### src/rtl/bnn_bram_pkg.sv
// Shared definitions for BNN BRAM helpers: sequencer states, BRAM geometry
// and byte-address helpers.
package bnn_bram_pkg;

   localparam int BRAM_ADDR_W = 32;
   localparam int BRAM_DATA_W = 32;
   localparam logic [BRAM_ADDR_W-1:0] WORD_BYTES = 4;
   localparam logic [3:0] WE_ALL = 4'hF;

   typedef enum logic [1:0] {
      S_IDLE  = 2'd0,
      S_READ  = 2'd1,
      S_DRAIN = 2'd2,
      S_DONE  = 2'd3
   } seq_state_t;

   // Byte addresses are word-aligned: the two low bits are forced to zero.
   function automatic logic [BRAM_ADDR_W-1:0] word_addr(input logic [BRAM_ADDR_W-1:0] a);
      return a & ~(BRAM_ADDR_W'(3));
   endfunction

endpackage

### src/rtl/bram_copy_sequencer_if.sv
// Bundle of the control handshake and both Xilinx BRAM ports of the copy
// sequencer.
//
// Handshake: start is a level request taken on a clock edge where ready=1;
// that edge latches src_base/dst_base/len and drops ready. Any start seen
// while ready=0 is dropped, nothing is queued. done pulses for exactly one
// cycle after the last write has been issued, and ready rises one cycle later.
interface bram_copy_sequencer_if #(parameter int LEN_W = 16) ();
   import bnn_bram_pkg::*;

   // control side
   logic                   start;
   logic [BRAM_ADDR_W-1:0] src_base;
   logic [BRAM_ADDR_W-1:0] dst_base;
   logic [LEN_W-1:0]       len;
   logic                   ready;
   logic                   done;
   // BRAM port A (source, read-only)
   logic                   clka;
   logic                   rsta;
   logic                   ena;
   logic [BRAM_ADDR_W-1:0] addra;
   logic [BRAM_DATA_W-1:0] dina;
   logic [3:0]             wea;
   logic [BRAM_DATA_W-1:0] douta;
   // BRAM port B (destination, write-only)
   logic                   clkb;
   logic                   rstb;
   logic                   enb;
   logic [BRAM_ADDR_W-1:0] addrb;
   logic [BRAM_DATA_W-1:0] dinb;
   logic [3:0]             web;
   logic [BRAM_DATA_W-1:0] doutb;
   // debug view of the sequencer FSM
   seq_state_t             dbg_state;

   // Sequencer side; doutb is never read by the sequencer.
   modport slave (
      input  start, src_base, dst_base, len, douta,
      output ready, done,
      output clka, rsta, ena, addra, dina, wea,
      output clkb, rstb, enb, addrb, dinb, web,
      output dbg_state
   );

   // Controller plus BRAM side.
   modport master (
      output start, src_base, dst_base, len, douta, doutb,
      input  ready, done,
      input  clka, rsta, ena, addra, dina, wea,
      input  clkb, rstb, enb, addrb, dinb, web,
      input  dbg_state
   );

endinterface

### src/rtl/bram_rd_align.sv
// Shift register that carries {valid, dst_addr} alongside a BRAM read so the
// matching write side lines up with the read data RD_LATENCY cycles later.
module bram_rd_align
   import bnn_bram_pkg::*;
#(
   parameter int RD_LATENCY = 1
) (
   input  logic                   clk,
   input  logic                   rst,
   input  logic                   in_valid,
   input  logic [BRAM_ADDR_W-1:0] in_addr,
   output logic                   out_valid,
   output logic [BRAM_ADDR_W-1:0] out_addr,
   output logic                   pending
);

   logic [RD_LATENCY-1:0]  vld;
   logic [BRAM_ADDR_W-1:0] adr [RD_LATENCY];

   // Shift one stage per cycle; empty slots carry a zero address.
   always_ff @(posedge clk) begin
      if (rst) begin
         vld <= '0;
         for (int i = 0; i < RD_LATENCY; i++) adr[i] <= '0;
      end else begin
         vld[0] <= in_valid;
         adr[0] <= in_valid ? in_addr : '0;
         for (int i = 1; i < RD_LATENCY; i++) begin
            vld[i] <= vld[i-1];
            adr[i] <= adr[i-1];
         end
      end
   end

   // pending: something still has to reach the output after the next edge
   // (an entry entering now or one sitting in a non-final stage).
   always_comb begin
      pending = in_valid;
      for (int i = 0; i < RD_LATENCY - 1; i++) pending = pending | vld[i];
   end

   assign out_valid = vld[RD_LATENCY-1];
   assign out_addr  = adr[RD_LATENCY-1];

endmodule

### src/rtl/bram_copy_sequencer.sv
// DMA-style copy of LEN consecutive words from a source BRAM (port A) to a
// destination BRAM (port B), one word per cycle.
module bram_copy_sequencer
   import bnn_bram_pkg::*;
#(
   parameter int LEN_W      = 16,
   parameter int RD_LATENCY = 1
) (
   input  logic                         clk,
   input  logic                         rst,
   bram_copy_sequencer_if.slave         bus
);

   seq_state_t             state;
   logic                   ready_q;
   logic                   done_q;
   logic                   ena_q;
   logic [BRAM_ADDR_W-1:0] addra_q;
   logic [BRAM_ADDR_W-1:0] dst_q;
   // Words left to read after the one currently on port A; counting down
   // keeps the counter at LEN_W bits even for the largest len.
   logic [LEN_W-1:0]       remaining;

   logic                   wr_valid;
   logic [BRAM_ADDR_W-1:0] wr_addr;
   logic                   align_pending;

   // Sequencer FSM: latches a request, walks the read addresses, waits for
   // the delay line to empty and pulses done.
   always_ff @(posedge clk) begin
      if (rst) begin
         state     <= S_IDLE;
         ready_q   <= 1'b1;
         done_q    <= 1'b0;
         ena_q     <= 1'b0;
         addra_q   <= '0;
         dst_q     <= '0;
         remaining <= '0;
      end else begin
         case (state)
            S_IDLE: begin
               done_q <= 1'b0;
               if (bus.start) begin
                  ready_q <= 1'b0;
                  addra_q <= word_addr(bus.src_base);
                  dst_q   <= word_addr(bus.dst_base);
                  if (bus.len == '0) begin
                     state  <= S_DONE;
                     done_q <= 1'b1;
                  end else begin
                     state     <= S_READ;
                     ena_q     <= 1'b1;
                     remaining <= bus.len - LEN_W'(1);
                  end
               end
            end
            S_READ: begin
               if (remaining == '0) begin
                  ena_q <= 1'b0;
                  state <= S_DRAIN;
               end else begin
                  addra_q   <= addra_q + WORD_BYTES;
                  dst_q     <= dst_q + WORD_BYTES;
                  remaining <= remaining - LEN_W'(1);
               end
            end
            S_DRAIN: begin
               if (!align_pending) begin
                  state  <= S_DONE;
                  done_q <= 1'b1;
               end
            end
            S_DONE: begin
               done_q  <= 1'b0;
               ready_q <= 1'b1;
               state   <= S_IDLE;
            end
            default: state <= S_IDLE;
         endcase
      end
   end

   // The destination address rides with each read and pops out in the cycle
   // the BRAM presents that read's data.
   bram_rd_align #(
      .RD_LATENCY (RD_LATENCY)
   ) u_align (
      .clk       (clk),
      .rst       (rst),
      .in_valid  (ena_q),
      .in_addr   (dst_q),
      .out_valid (wr_valid),
      .out_addr  (wr_addr),
      .pending   (align_pending)
   );

   assign bus.ready     = ready_q;
   assign bus.done      = done_q;
   assign bus.clka      = clk;
   assign bus.clkb      = clk;
   assign bus.rsta      = rst;
   assign bus.rstb      = rst;
   assign bus.ena       = ena_q;
   assign bus.addra     = addra_q;
   assign bus.dina      = '0;
   assign bus.wea       = '0;
   assign bus.enb       = wr_valid;
   assign bus.addrb     = wr_addr;
   // douta is valid in exactly the cycle wr_valid is set, so it passes
   // straight through to port B.
   assign bus.dinb      = wr_valid ? bus.douta : '0;
   assign bus.web       = wr_valid ? WE_ALL : 4'h0;
   assign bus.dbg_state = state;

endmodule

### src/flat_wrapper.sv
// flat-port wrapper written by rule: the top's interface ports become plain ports
module bram_copy_sequencer_flat import bnn_bram_pkg::*;
#(
   parameter int LEN_W      = 16,
   parameter int RD_LATENCY = 1
)
  (clk, rst, bus_start, bus_src_base, bus_dst_base, bus_len, bus_douta, bus_ready, bus_done, bus_clka, bus_rsta, bus_ena, bus_addra, bus_dina, bus_wea, bus_clkb, bus_rstb, bus_enb, bus_addrb, bus_dinb, bus_web, bus_dbg_state);
  bram_copy_sequencer_if #(.LEN_W(LEN_W)) bus_i ();
  input  logic clk;
  input  logic rst;
  input wire logic [$bits(bus_i.start)-1:0] bus_start;
  input wire logic [$bits(bus_i.src_base)-1:0] bus_src_base;
  input wire logic [$bits(bus_i.dst_base)-1:0] bus_dst_base;
  input wire logic [$bits(bus_i.len)-1:0] bus_len;
  input wire logic [$bits(bus_i.douta)-1:0] bus_douta;
  output wire logic [$bits(bus_i.ready)-1:0] bus_ready;
  output wire logic [$bits(bus_i.done)-1:0] bus_done;
  output wire logic [$bits(bus_i.clka)-1:0] bus_clka;
  output wire logic [$bits(bus_i.rsta)-1:0] bus_rsta;
  output wire logic [$bits(bus_i.ena)-1:0] bus_ena;
  output wire logic [$bits(bus_i.addra)-1:0] bus_addra;
  output wire logic [$bits(bus_i.dina)-1:0] bus_dina;
  output wire logic [$bits(bus_i.wea)-1:0] bus_wea;
  output wire logic [$bits(bus_i.clkb)-1:0] bus_clkb;
  output wire logic [$bits(bus_i.rstb)-1:0] bus_rstb;
  output wire logic [$bits(bus_i.enb)-1:0] bus_enb;
  output wire logic [$bits(bus_i.addrb)-1:0] bus_addrb;
  output wire logic [$bits(bus_i.dinb)-1:0] bus_dinb;
  output wire logic [$bits(bus_i.web)-1:0] bus_web;
  output wire logic [$bits(bus_i.dbg_state)-1:0] bus_dbg_state;
  assign bus_i.start = bus_start;
  assign bus_i.src_base = bus_src_base;
  assign bus_i.dst_base = bus_dst_base;
  assign bus_i.len = bus_len;
  assign bus_i.douta = bus_douta;
  assign bus_ready = bus_i.ready;
  assign bus_done = bus_i.done;
  assign bus_clka = bus_i.clka;
  assign bus_rsta = bus_i.rsta;
  assign bus_ena = bus_i.ena;
  assign bus_addra = bus_i.addra;
  assign bus_dina = bus_i.dina;
  assign bus_wea = bus_i.wea;
  assign bus_clkb = bus_i.clkb;
  assign bus_rstb = bus_i.rstb;
  assign bus_enb = bus_i.enb;
  assign bus_addrb = bus_i.addrb;
  assign bus_dinb = bus_i.dinb;
  assign bus_web = bus_i.web;
  assign bus_dbg_state = bus_i.dbg_state;
  bram_copy_sequencer #(.LEN_W(LEN_W), .RD_LATENCY(RD_LATENCY)) u_core (.clk(clk), .rst(rst), .bus(bus_i));
endmodule
### config.mk
export PLATFORM = sky130hd
export DESIGN_NAME = bram_copy_sequencer_flat
export DESIGN_NICKNAME = d
export VERILOG_FILES = /design/src/rtl/bnn_bram_pkg.sv /design/src/rtl/bram_copy_sequencer_if.sv /design/src/rtl/bram_rd_align.sv /design/src/rtl/bram_copy_sequencer.sv /design/src/flat_wrapper.sv
export SDC_FILE = /design/constraint.sdc
export NUM_CORES = 1
export LEC_CHECK = 0
export BUFFER_PORTS_ARGS = -buffer_cell sky130_fd_sc_hd__buf_2
export CAP_MARGIN = 20
export CORE_UTILIZATION = 50
export DETAILED_ROUTE_END_ITERATION = 12
export GPL_TIMING_DRIVEN = 0
export HOLD_SLACK_MARGIN = 0.06
export PLACE_DENSITY = 0.86
export SYNTH_ARGS = -nofsm -noshare
export SYNTH_HDL_FRONTEND = slang
export SYNTH_SLANG_ARGS = --single-unit
### constraint.sdc
create_clock -name clk -period 5.55 [get_ports clk]
set_clock_uncertainty 0.2 [all_clocks]
set_input_delay 0.2775 -clock clk [delete_from_list [all_inputs] [get_ports clk]]
set_output_delay 0.2775 -clock clk [all_outputs]
set_load 0.02 [all_outputs]
Yosys cells after proc, flatten, opt, wreduce, memory -nomap -nowiden
Memory sizes are Yosys's and may differ from the RTL's. Index checks and enable logic that the tools add are counted.

Multiplexer cells: 33. Equal/unequal tests: 8. Add/sub/neg operators: 4. Reduce and logical (&&, ||, !) cells: 13.

Operator list (count): 2-to-1 mux 32 bit (7); case mux 32 bit (2 select lines) (2); adder 32 x 3 -> 32 bit (second input constant) (2); 2-to-1 mux 16 bit (3); zero test 16 bit (2); case mux 16 bit (2 select lines) (1); OR reduction 32 bit (1); subtractor 16 x 1 -> 16 bit (second input constant) (2); 2-to-1 mux 1 bit (11); 2-to-1 mux 2 bit (4); inequality test 2 bit (second input constant) (4); case mux 2 bit (4 select lines) (1); AND reduction 4 bit (2); AND reduction 3 bit (2); equality test 2 bit (second input constant) (2); 2-to-1 mux 4 bit (1); case mux 1 bit (2 select lines) (2); AND reduction 2 bit (2); nonzero test 2 bit (2); case mux 1 bit (3 select lines) (1); nonzero test 3 bit (1); equality test 2 x 1 -> 1 bit (second input constant) (1); zero test 2 bit (1); inequality test 2 x 1 -> 1 bit (second input constant) (1).

Register bits: 86. Input bits: 115. RAM bits: 32. Word-level logic and storage cells: 67. Memories: 1.

Memories: u_core.u_align.adr (words 1, width 32, rd ports 1, clocked after memory_dff 0, write ports 1, line bram_rd_align.sv:18) `logic [BRAM_ADDR_W-1:0] adr [RD_LATENCY];`.

Logic depth before layout (Yosys ltp)
Depth after elaboration: 4. Depth in mapped cells: 15. Mapped depth without buffers: 10.

By module
Synthesis repeated with hierarchy kept, for this count alone.

Cells, all modules: 866. Area total of the unflattened synthesis: 6720.2 um^2.

By module, submodules not included: bram_copy_sequencer (cells an instance 793, area an instance 5735.5 um^2, instances 1, sequential area each 1621.6 um^2); bram_rd_align (cells an instance 73, area an instance 984.7 um^2, instances 1, sequential area each 660.6 um^2).

==> reports/metrics.yaml <==
setup_path:
  worstReg2RegStart: "u_core.bus.dbg_state[1]"
  setup.worst_path.end_class: "flip-flop"
  worstPathRequired_ps: 5740
  startpoint_to_endpoint_class_of_the_critical_path: "flip-flop to flip-flop"
  critical_path.startpoint_type: "flip-flop"
  worst-path-max-fanout: 10
  timing.critical_path.cells: "inv_1, ha_1, buf_6, buf_4, buf_2, buf_2, buf_1, mux2i_1, ha_1, and4bb_4, o21ai_4, or2_1, nor2_1, or4b_1, a41oi_2"
  crit_slowest_cell: "sky130_fd_sc_hd__buf_1"
  slowest_stage_delay_cp_ps: 590
  timing.reg2reg.setup_slack_ps: 1090
  r2r.worst_path.cells: 15
  cp_data_arrival_time_ps: 4660
  critical_path.reg2reg.endpoint: "u_core.remaining[12]"
min_path:
  hold-path-endpoint: "u_core.remaining[7]"
  whs_path_depth: 4
  min_path_type: "input pin to flip-flop"
  hold_path_startpoint: "rst"
timing:
  timing_worst_slew_pin_value_ps: 856
  timing.setup.tns_ps: 0
  finalSetupViolCount: 0
  hold_viol_final: 0
  timing.final.max_slew_violations: 0
  relSlewSlack_pct: 42.9
  period_needed_ps: 4470
  clock.fmax_ghz: 0.224
  grt_setup_unrepaired: "false"
  fin_crit_sh_pct: 80.5
routing:
  num_vias: 8693
  final_antenna_net_count: 0
  route.detailed.drc: 1
  drt_iter0_drc: 1489
  wl_per_cell_microns: 19.7
  post_detailed_route_via_to_cell_ratio: 6.13
  detail_route.wirelength_mm: 27.9
  first_pass_iters: 13
placed_design:
  post-dp-hpwl_mm: 18.1
  io_buffer_count: 216
  gp_congestion: 0.968
  placed_cell_area_sq_um: 8400
layout:
  final-seq-area_sq_um: 2240
  fin_nets: 1361
  fillers: 1004
  area_growth_pct: 36.1
  insertedDiodeCount: 0
  stdcell_area_sq_um: 9460
  post_route_cells_drive_above_1_share_pct: 27.1
  area_taken_by_multi_input_logic_gates_sq_um: 4170
die:
  fp.dieW_microns: 120
  ports: 261
  initial_core_util_pct: 51.9
  floorplan.core_area_sq_um: 13400
  fp.dieArea_sq_um: 14400
  placementRows: 42
  die_height_microns: 120
logic_synthesis:
  syn-instance-count: 900
  synth_area_sq_um: 6950
  synthArstFlopShare_pct: 0
  synth_common_cells: "112 x sky130_fd_sc_hd__dfxtp_1, 97 x sky130_fd_sc_hd__nand2_1, 69 x sky130_fd_sc_hd__and2_1"
  yosysMostFrequentCell: "sky130_fd_sc_hd__dfxtp_1"
  synth-edff-count: 0
  synth_area_leader_cell: "sky130_fd_sc_hd__dfxtp_1"
  cells_taking_the_most_area_after_synthesis: "sky130_fd_sc_hd__dfxtp_1 32%, sky130_fd_sc_hd__and2_1 6.2%, sky130_fd_sc_hd__buf_4 5.5%, sky130_fd_sc_hd__nand2_1 5.2%, sky130_fd_sc_hd__o21ai_0 4.8%"
  postSynthAreaPerCell_sq_um: 7.72
  synth_sequential_area_ratio_pct: 32.3
  synth_ff_type: "sky130_fd_sc_hd__dfxtp_1"
  synthesis.yosys.warnings: 0
  post-synth-top-area-fraction_pct: 32.3
  synth-seq-cells: 112
  synthDistinctLibCells: 76
grt:
  via_count_of_the_first_global_routing_pass: 7988
  antenna_violations_before_repair: 1
  grt_remaining_overflow: 0
  largest_net_degree_at_the_start_of_global_routing: 21
  total_global_routing_track_utilization_pct: 38.9
  global_route_wire_length_before_repair_mm: 42.2
power_and_ir_drop:
  total_power_density_per_cell_area_nw_per_um2: 481
  peak_supply_drop_mv: 0.306
  p_leak_nw: 4.24
clock_network:
  clock_slew_at_the_register_clock_pins_of_the_worst_setup_and_hold_paths_ps: 80
  clk_latency_ps: 480
  post_cts_setup_bufs: 0
  cts_tree: "built"
status:
  status: "finished, violations left"
  violated_checks: "DRC"
job:
  cap_viol_max_count: 0
==> critical path, delay by kind of cell (launching register included) <==
kind	cells	cell delay, ps
DFF	1	340
and+or+nand+nor	4	1080
AOI/OAI and AO/OA	2	410
muxes	1	170
adders and majority gates	2	490
buffers and inverters	6	1690
==> sequential cells by signal (all words and copies together) (netlist names) <==
signal                    flops
u_core.bus.addra             30
u_core.dst_q                 30
u_core.u_align.adr           30
u_core.remaining             16
u_core.bus.dbg_state          2
u_core.bus.done               1
u_core.bus.ena                1
u_core.bus.ready              1
u_core.u_align.out_valid      1
==> through the flow <==
step | utilization [%] | total power, mW | std cells | hold WS, ps | setup WS (ps)
2_1_floorplan | - | 2.77 | 939 | 190 | 1970
3_3_place_gp | 62.7 | 3.46 | 1331 | 278 | 1340
3_5_place_dp | 62.7 | 3.52 | 1331 | 282 | 1250
4_1_cts | 70.6 | 4.37 | 1418 | 60.3 | 1230
5_1_grt | 70.6 | 4.72 | 1418 | 97.2 | 953
6_report | 70.6 | 4.55 | 1418 | 78.8 | 1090
==> worst max-delay path by stage <==
stage | from | endpoint | slack (ps) | depth (start not counted)
detailed placement | u_core.bus.dbg_state[1] | u_core.remaining[12] | 1250 | 15
floorplan | u_core.bus.dbg_state[1] | u_core.remaining[12] | 1970 | 15
global placement | u_core.bus.dbg_state[1] | u_core.remaining[14] | 1340 | 15
finish | u_core.bus.dbg_state[1] | u_core.remaining[12] | 1090 | 15
global route | u_core.bus.dbg_state[1] | u_core.remaining[14] | 950 | 15
CTS | u_core.bus.dbg_state[1] | u_core.remaining[12] | 1230 | 15
==> cell usage in the layout (no fill, tap or decap), types with 5 or more instances in the layout <==
cell                            instances
sky130_fd_sc_hd__and3_1                11
sky130_fd_sc_hd__and2_1                69
sky130_fd_sc_hd__nand4_1               19
sky130_fd_sc_hd__o211ai_1               8
sky130_fd_sc_hd__o22ai_1                5
sky130_fd_sc_hd__nor3_1                35
sky130_fd_sc_hd__a21o_1                13
sky130_fd_sc_hd__nor2_1                54
sky130_fd_sc_hd__nor4_1                 5
sky130_fd_sc_hd__a22oi_1               13
sky130_fd_sc_hd__buf_4                 51
sky130_fd_sc_hd__o21ai_0               66
sky130_fd_sc_hd__or3_1                  7
sky130_fd_sc_hd__a21oi_1               64
sky130_fd_sc_hd__clkbuf_1              29
sky130_fd_sc_hd__buf_2                234
sky130_fd_sc_hd__a211oi_1              19
sky130_fd_sc_hd__nor2b_1               18
sky130_fd_sc_hd__o2bb2ai_1              5
sky130_fd_sc_hd__nand3_1               27
sky130_fd_sc_hd__o21ai_1                5
sky130_fd_sc_hd__clkbuf_16             13
sky130_fd_sc_hd__inv_1                 17
sky130_fd_sc_hd__dlygate4sd3_1         67
sky130_fd_sc_hd__ha_1                   9
sky130_fd_sc_hd__mux2i_1               10
sky130_fd_sc_hd__nand2_1               97
sky130_fd_sc_hd__a31oi_1               13
sky130_fd_sc_hd__conb_1                40
sky130_fd_sc_hd__o21a_1                 5
sky130_fd_sc_hd__o31ai_1               13
sky130_fd_sc_hd__dfxtp_1              112
==> report_power, final <==
part	switching [mW]	internal (mW)	leakage [nW]
combinational	1.52	0.765	3.11
sequential	0.331	1.05	0.916
clock	0.402	0.479	0.214
total	2.26	2.29	4.24
==> area by class of cell <==
type | count | share of cell area (%)
Tap cell | 176 | 2.33
Multi-Input combinational cell | 706 | 44.1
Inverter | 18 | 0.714
Buffer | 103 | 6.51
Timing Repair Buffer | 281 | 18.4
Clock inverter | 6 | 0.569
Sequential cell | 112 | 23.7
Clock buffer | 16 | 3.69
==> routing by layer <==
metal	track usage, %	part of all wire (%)	up-vias
met5	0	0	-
met4	26.2	6.3	0
met3	9.13	14	183
met2	62.3	46	844
met1	46.0	33	3850
li1	-	-	3816
==> kinds of logic after synthesis <==
kind of cell             Yosys count  synth area share (%)
multiplexers                      10                  1.44
adder cells (fa/ha/maj)            9                  1.62
AND/OR/NAND/NOR                  381                  29.9
flip-flops                       112                  32.3
other                              1                0.0539
AO/OA/AOI/OAI                    260                  24.2
buffers and inverters            121                  9.83
XOR/XNOR                           6                 0.756
==> what timing repair did <==
item	4_1_cts	5_1_grt
resized for setup	0	0
hold buffers	67	0
endpoints found under the setup margin	0	0
endpoints found under the hold margin	67	0
No activity file was read; power rests on OpenSTA's default activity.
